File: src/rtl/neopixel_pkg.sv
// Shared constants and types for the NeoPixel strip controller.
package neopixel_pkg;

    localparam int NUM_PIXELS     = 5;
    localparam int NUM_COLORS     = 3;
    localparam int BITS_PER_PIXEL = 24;
    localparam int TOTAL_BITS     = NUM_PIXELS * BITS_PER_PIXEL;

    typedef enum logic [1:0] {
        GREEN = 2'd0,
        RED   = 2'd1,
        BLUE  = 2'd2
    } color_t;

    typedef enum logic [1:0] {
        IDLE,
        SEND,
        WAIT
    } neo_state_t;

endpackage

File: src/rtl/neo_bit_timer.sv
// Times one WS2812 bit slot: high for T1H or T0H cycles, then low until TBIT.
// The counter runs while start is held and self-clears at the end of each slot.
module neo_bit_timer #(
    parameter int T0H  = 18,
    parameter int T1H  = 35,
    parameter int TBIT = 63
) (
    input  logic clock,
    input  logic reset,
    input  logic start,
    input  logic bit_val,
    output logic bit_done,
    output logic data
);

    localparam int CW = $clog2(TBIT);
    localparam logic [CW-1:0] T0H_C  = CW'(T0H);
    localparam logic [CW-1:0] T1H_C  = CW'(T1H);
    localparam logic [CW-1:0] LAST_C = CW'(TBIT - 1);

    logic [CW-1:0] cyc_ctr;

    always_ff @(posedge clock or posedge reset) begin
        if (reset) begin
            cyc_ctr <= '0;
        end else if (!start || cyc_ctr == LAST_C) begin
            cyc_ctr <= '0;
        end else begin
            cyc_ctr <= cyc_ctr + 1'b1;
        end
    end

    assign bit_done = start && (cyc_ctr == LAST_C);
    assign data     = start && (cyc_ctr < (bit_val ? T1H_C : T0H_C));

endmodule

File: src/rtl/neopixel_controller.sv
// Stores 5 pixels of G/R/B levels and serializes them onto a WS2812 data line.
// Optional brightness cap on writes: define NEO_BRIGHTNESS_LIMIT_EN.
module neopixel_controller
    import neopixel_pkg::*;
#(
    parameter int         T0H       = 18,
    parameter int         T1H       = 35,
    parameter int         TBIT      = 63,
    parameter int         TRESET    = 2500,
    parameter logic [7:0] MAX_LEVEL = 8'h20
) (
    input  logic       clock,
    input  logic       reset,
    input  logic       load_color,
    input  logic [2:0] pixel_index,
    input  logic [1:0] color_index,
    input  logic [7:0] color_level,
    input  logic       send_it,
    output logic       ready_to_load,
    output logic       ready_to_send,
    output logic       begin_send,
    output logic       done_send,
    output logic       done_wait,
    output logic       neo_data
);

    localparam int WW = $clog2(TRESET);
    localparam logic [WW-1:0] WAIT_LAST = WW'(TRESET - 1);
    localparam logic [6:0]    BIT_LAST  = 7'(TOTAL_BITS - 1);

    if (TBIT <= T1H || MAX_LEVEL == 8'h00) begin : g_bad_params
        $error("neopixel_controller: TBIT must exceed T1H and MAX_LEVEL must be nonzero");
    end

    neo_state_t    state, state_next;
    logic [7:0]    levels [NUM_PIXELS][NUM_COLORS];
    logic [6:0]    bit_ctr;
    logic [WW-1:0] wait_ctr;
    logic          idle_q;
    logic          sending, bit_done, cur_bit, tx_data, write_ok;
    logic [2:0]    pix_sel;
    logic [4:0]    bit_in_pix;
    color_t        col_sel;

    function automatic logic [7:0] store_level(input logic [7:0] lvl);
`ifdef NEO_BRIGHTNESS_LIMIT_EN
        return (lvl > MAX_LEVEL) ? MAX_LEVEL : lvl;
`else
        return lvl;
`endif
    endfunction

    assign sending  = (state == SEND);
    assign write_ok = (state == IDLE) && load_color &&
                      (pixel_index < 3'(NUM_PIXELS)) && (color_index < 2'(NUM_COLORS));

    always_ff @(posedge clock or posedge reset) begin
        if (reset) begin
            for (int p = 0; p < NUM_PIXELS; p++) begin
                for (int c = 0; c < NUM_COLORS; c++) begin
                    levels[p][c] <= '0;
                end
            end
        end else if (write_ok) begin
            levels[pixel_index][color_index] <= store_level(color_level);
        end
    end

    // Stream order: pixel 0..4, G/R/B within a pixel, MSB first within a color.
    always_comb begin
        pix_sel    = 3'(bit_ctr / 7'(BITS_PER_PIXEL));
        bit_in_pix = 5'(bit_ctr % 7'(BITS_PER_PIXEL));
        col_sel    = color_t'(bit_in_pix[4:3]);
        cur_bit    = levels[pix_sel][col_sel][3'd7 - bit_in_pix[2:0]];
    end

    neo_bit_timer #(
        .T0H  (T0H),
        .T1H  (T1H),
        .TBIT (TBIT)
    ) u_bit_timer (
        .clock    (clock),
        .reset    (reset),
        .start    (sending),
        .bit_val  (cur_bit),
        .bit_done (bit_done),
        .data     (tx_data)
    );

    always_ff @(posedge clock or posedge reset) begin
        if (reset) begin
            state    <= IDLE;
            idle_q   <= 1'b1;
            bit_ctr  <= '0;
            wait_ctr <= '0;
        end else begin
            state  <= state_next;
            idle_q <= (state == IDLE);
            if (sending && bit_done) begin
                bit_ctr <= (bit_ctr == BIT_LAST) ? '0 : bit_ctr + 1'b1;
            end
            if (state == WAIT) begin
                wait_ctr <= (wait_ctr == WAIT_LAST) ? '0 : wait_ctr + 1'b1;
            end else begin
                wait_ctr <= '0;
            end
        end
    end

    always_comb begin
        state_next    = state;
        ready_to_load = 1'b0;
        ready_to_send = 1'b0;
        begin_send    = 1'b0;
        done_send     = 1'b0;
        done_wait     = 1'b0;
        neo_data      = 1'b0;
        unique case (state)
            IDLE: begin
                ready_to_load = 1'b1;
                ready_to_send = 1'b1;
                if (send_it) state_next = SEND;
            end
            SEND: begin
                neo_data   = tx_data;
                begin_send = idle_q;
                if (bit_done && bit_ctr == BIT_LAST) state_next = WAIT;
            end
            WAIT: begin
                done_send = (wait_ctr == '0);
                done_wait = (wait_ctr == WAIT_LAST);
                if (done_wait) state_next = IDLE;
            end
            default: state_next = IDLE;
        endcase
    end

endmodule

File: config.mk
export PLATFORM = sky130hd
export DESIGN_NAME = neopixel_controller
export DESIGN_NICKNAME = d
export VERILOG_FILES = /design/src/rtl/neopixel_pkg.sv /design/src/rtl/neo_bit_timer.sv /design/src/rtl/neopixel_controller.sv
export SDC_FILE = /design/constraint.sdc
export NUM_CORES = 1
export LEC_CHECK = 0
export CAP_MARGIN = 40
export CORE_MARGIN = 2
export CORE_UTILIZATION = 55
export CTS_BUF_LIST = sky130_fd_sc_hd__clkbuf_8
export DETAILED_ROUTE_END_ITERATION = 8
export GPL_ROUTABILITY_DRIVEN = 0
export PLACE_DENSITY = 0.85
export SLEW_MARGIN = 20
export SYNTH_ARGS = -nofsm -noshare
export SYNTH_HDL_FRONTEND = slang
export SYNTH_SLANG_ARGS = --single-unit
File: constraint.sdc
create_clock -name clock -period 5.3 [get_ports clock]
set_input_delay 1.06 -clock clock [delete_from_list [all_inputs] [get_ports clock]]
set_output_delay 1.06 -clock clock [all_outputs]
set_load 0.1 [all_outputs]
==> results by group <==
Run status
  • Result of the run: finished clean

Final layout
  • Area occupied by multi-input gates: 0.003950 mm²
  • Final cell area excluding filler cells: 0.008864 mm²
  • Synthesis-to-layout area growth: 11.59%
  • Layout cell share with drive strength beyond 1: 0.2542
  • Sequential cell area in the final layout: between 0.003 and 0.004 mm²
  • Count of nets after finishing: 791
  • Antenna diodes: 0
  • Final-layout fill cell count: 1048

Synthesis
  • Simple-gate area share of the yosys netlist: 0.1375
  • Async S/R FF share, synth: 1.000
  • Post-synthesis adder-cell area fraction: 0.01386
  • Synthesized-area fraction occupied by xor and xnor cells: 0.01985
  • Dominant cell by count in the synthesized netlist: sky130_fd_sc_hd__dfrtp_1
  • Share of the yosys chip area belonging to registers: 0.4664
  • Post-synthesis compound-gate area fraction: 0.1514
  • Top cells by count, synth: 147 x sky130_fd_sc_hd__dfrtp_1, 117 x sky130_fd_sc_hd__mux2_2, 55 x sky130_fd_sc_hd__nand2_1, 54 x sky130_fd_sc_hd__o21ai_0, 46 x sky130_fd_sc_hd__nor2_1
  • Number of nets in the synthesized netlist: between 700 and 800
  • Avg Cell Area, Syn: roughly 11 µm²
  • Ys flop type: sky130_fd_sc_hd__dfrtp_1
  • Ys Warns: 0
  • Number of flops mapped to enable cells by yosys: 0
  • Post-synthesis instance area: between 0.007 and 0.008 mm²
  • Number of register bits inferred by synthesis: between 100 and 150
  • Multiplexer area fraction after synthesis: 0.1722
  • Dominant combinational cell family by area after synthesis: multiplexers
  • Fraction of post-synthesis cell area in the top cell type by area: 0.4631
  • Cell taking the most area after synthesis: sky130_fd_sc_hd__dfrtp_1
  • Post-Synthesis Cells: 751
  • Leading cell types by total area after synthesis: sky130_fd_sc_hd__dfrtp_1 46%, sky130_fd_sc_hd__mux2_2 17%, sky130_fd_sc_hd__o21ai_0 3.4%
  • Number of library cell types mapped by synthesis: 78

Min path
  • Class of the tightest hold or removal check: flip-flop to flip-flop

Critical path
  • Crit Reg-Reg Endpoint: bit_ctr[5]$_DFFE_PP0P_
  • CP max-delay cell: sky130_fd_sc_hd__dfrtp_4
  • Data arrival at the endpoint of the critical path: 3.99 ns
  • Setup slack on the worst flop-to-flop path: 2.93 ns
  • Crit path to: neo_data
  • Series of cell instances along the critical path: buf_4 > or3b_4 > nand2_4 > a2bb2oi_4 > mux2i_1 > a221oi_2 > o221ai_2 > and2_4 > or2_1 > ha_1 > nand3_1 > nand3_1 > nor2_1 > buf_12
  • CP max FO: 25
  • Type of the worst setup path: flip-flop to primary output
  • CP required: 4.24 ns
  • Crit end category: primary output
  • Beginning of the worst register-to-register path: bit_ctr[5]$_DFFE_PP0P_
  • R2R depth: 5
  • Crit path from: bit_ctr[5]$_DFFE_PP0P_
  • Slowest Stage Delay on Critical Path: 0.60 ns
  • Element type at the critical path start: flip-flop
  • Most used cell, CP: sky130_fd_sc_hd__nand3_1

STA
  • Rel. slew slack: 0.4472
  • Maximum achievable frequency: ~200 MHz
  • Number of pins exceeding their max-slew limit in the final report: 0
  • Post-route fraction of the period consumed by the critical path: 0.9527
  • Max Clock Skew: about 0.011 ns
  • Min Tclk post-route: 5.049 ns
  • Final count of negative-setup-slack endpoints: 0
  • Slew of the pin with the lowest slew margin: slightly above 0.8 ns
  • Fin Setup TNS: 0 ns
  • Final hold violation count: 0
  • Unrepaired setup endpoints after global routing: no

Route
  • Detail-routed via count per cell: 6.661
  • Post-detailed-route DRC marker count: 0
  • Wire length reported by the detailed router: 20.82 mm
  • TritonRoute pass-1 iters: 6
  • Iter 0 DRT Violations: about 770
  • Antenna viol nets, final: 0
  • Number of vias after detailed routing: 6388
  • Mean routed wirelength per cell: between 20 and 25 µm

Floorplanning
  • Core area: 0.01399 mm²
  • DIE HEIGHT: 124.2 µm
  • Chip Width: 124.2 µm
  • Rows: 43
  • Die outline area: 0.01542 mm²
  • Count of boundary I/O pins: 23
  • Initial core utilization: 0.5678

Job
  • Max_cap viols: 0

Clock tree
  • Clock insertion delay at the later pin of the skew report: 0.46 ns
  • CTS max path bufs: 2
  • Num Clock Sinks: approximately 150
  • Number of buffers inserted by post-CTS setup repair: 0
  • Clock transition at path regs: 0.09 ns
  • TritonCTS clock tree: done
  • Number of hold buffers added after CTS: 0
  • Total clock buffers created by CTS: 17
  • H-tree levels: 4
  • Clk root buf: sky130_fd_sc_hd__clkbuf_8

Global route
  • Largest net degree at the start of global routing: 82
  • Initial antenna violation count: 0
  • Overflow left after global routing: 0
  • Via count of the first global-routing pass: approximately 6500
  • Global-route usage over all layers: 0.2879
  • Wire length of the first global-routing pass: between 30 and 40 mm

Pwr
  • Leakage power: 4.027 nW
  • Internal Pwr Total: 0.001834 W
  • Max rail drop VDD: 0.2091 mV
  • Clock network power share: 0.385
  • Relative contribution of combinational cells to total power: 0.110
  • Switching pwr: 0.0006528 W
  • Power per cell area: 280.6 mW/mm²
  • Proportion of power drawn by flip-flops and latches: 0.505
  • Switching power share of the total: 0.2625

Placement
  • Hpwl dp: 14.63 mm
  • Count of buffers inserted at the top-level ports: 22
  • Placed instance area: 0.008397 mm²
[metrics by stage]
step	utilization	hold slack (ns)	std cells	worst slack [ns]	power (W)
finish	0.6336	0.5105	959	0.2506	0.002487
detailed placement	0.6003	0.4890	927	0.4926	0.001551
floorplan	-	0.4682	751	0.2620	0.001447
global route	0.6336	0.5300	959	0.04689	0.002587
global placement	0.5924	0.4837	920	0.5755	0.001523
CTS	0.6316	0.5087	959	0.03021	0.002501
[worst min-delay path by stage]
stage                            start                 endpoint  slack, ns  cells past startpoint
2_1_floorplan    wait_ctr[0]$_DFF_PP0_    wait_ctr[0]$_DFF_PP0_       0.47                      1
3_5_place_dp     levels[1]$_DFFE_PP0P_    levels[1]$_DFFE_PP0P_       0.49                      1
3_3_place_gp     levels[1]$_DFFE_PP0P_    levels[1]$_DFFE_PP0P_       0.48                      1
4_1_cts          levels[1]$_DFFE_PP0P_    levels[1]$_DFFE_PP0P_       0.51                      1
5_1_grt        levels[116]$_DFFE_PP0P_  levels[116]$_DFFE_PP0P_       0.53                      1
6_report         levels[1]$_DFFE_PP0P_    levels[1]$_DFFE_PP0P_       0.51                      1
[cells by family (layout without fill, tap and decap cells)]
logic type               Yosys count  in the layout
AND/OR/NAND/NOR                  209            209
AO/OA/AOI/OAI                    177            177
flip-flops                       148            148
multiplexers                     122            122
buffers and inverters             68             96
XOR/XNOR                          18             18
adder cells (fa/ha/maj)            9              9
[final cells by class]
| class | instances | area share |
|---|---|---|
| Multi-Input combinational cell | 535 | 0.4457 |
| Sequential cell | 148 | 0.4187 |
| Timing Repair Buffer | 45 | 0.05195 |
| Clock buffer | 21 | 0.03261 |
| Tap cell | 180 | 0.02541 |
| Clock inverter | 11 | 0.01666 |
| Inverter | 19 | 0.009034 |
[power groups by stage]
stage          Combinational [W]  Clock, W  Sequential (W)
2_1_floorplan           0.000190         0         0.00126
3_3_place_gp            0.000252         0         0.00127
3_5_place_dp            0.000273         0         0.00128
4_1_cts                 0.000274  0.000971         0.00126
5_1_grt                 0.000297   0.00102         0.00126
6_report                0.000273  0.000957         0.00126
[what timing repair did]
item                                    in CTS  in global routing
gates resized for setup                      1                  8
endpoints found under the setup margin       1                  1
hold endpoints to repair                     0                  0
[cells in the final DEF, fill, tap and decap left out, types with 3 or more instances in the layout]
cell and instances:
sky130_fd_sc_hd__dfrtp_1 144, sky130_fd_sc_hd__mux2_2 117, sky130_fd_sc_hd__nand2_1 55, sky130_fd_sc_hd__o21ai_0 54
sky130_fd_sc_hd__nor2_1 46, sky130_fd_sc_hd__a21oi_1 27, sky130_fd_sc_hd__clkbuf_8 21, sky130_fd_sc_hd__clkdlybuf4s50_1 21
sky130_fd_sc_hd__nand3_1 19, sky130_fd_sc_hd__buf_4 17, sky130_fd_sc_hd__inv_1 14, sky130_fd_sc_hd__nand2b_1 14
sky130_fd_sc_hd__nor2b_1 14, sky130_fd_sc_hd__o22ai_1 14, sky130_fd_sc_hd__nor3_1 12, sky130_fd_sc_hd__xor2_1 11
sky130_fd_sc_hd__o221ai_1 10, sky130_fd_sc_hd__a211oi_1 10, sky130_fd_sc_hd__nand4_1 8, sky130_fd_sc_hd__o211ai_1 8
sky130_fd_sc_hd__ha_1 8, sky130_fd_sc_hd__xnor2_1 7, sky130_fd_sc_hd__a221oi_1 6, sky130_fd_sc_hd__mux2i_1 5
sky130_fd_sc_hd__o31ai_1 5, sky130_fd_sc_hd__and3_1 5, sky130_fd_sc_hd__a31oi_1 5, sky130_fd_sc_hd__o32ai_1 5
sky130_fd_sc_hd__buf_8 5, sky130_fd_sc_hd__nor3b_1 4, sky130_fd_sc_hd__nand3b_1 4, sky130_fd_sc_hd__and2_1 4
sky130_fd_sc_hd__or3_1 4, sky130_fd_sc_hd__a22o_1 3, sky130_fd_sc_hd__inv_6 3, sky130_fd_sc_hd__clkinv_2 3
sky130_fd_sc_hd__bufinv_16 3
[per-layer routing]
metal,track usage,share of wire,wire length [µm]
met2,0.4542,0.47,9690
met5,0,0,0
met1,0.3629,0.40,8391
met4,0.1313,0.037,763
met3,0.09020,0.095,1973
[state kept, by name, summed over array words and instances (netlist names)]
signal	cells
bit_ctr	7
idle_q	1
levels	120
state	2
u_bit_timer.cyc_ctr	6
wait_ctr	12
[critical path: cells and delay by family, from the launching register on]
kind / cells / cell delay (ns)
AOI/OAI and AO/OA: 3 / 0.77
adders and majority gates: 1 / 0.29
buffers and inverters: 2 / 0.44
DFF: 1 / 0.60
muxes: 1 / 0.15
and+or+nand+nor: 7 / 1.29
Power figures use the tool's default switching activity.
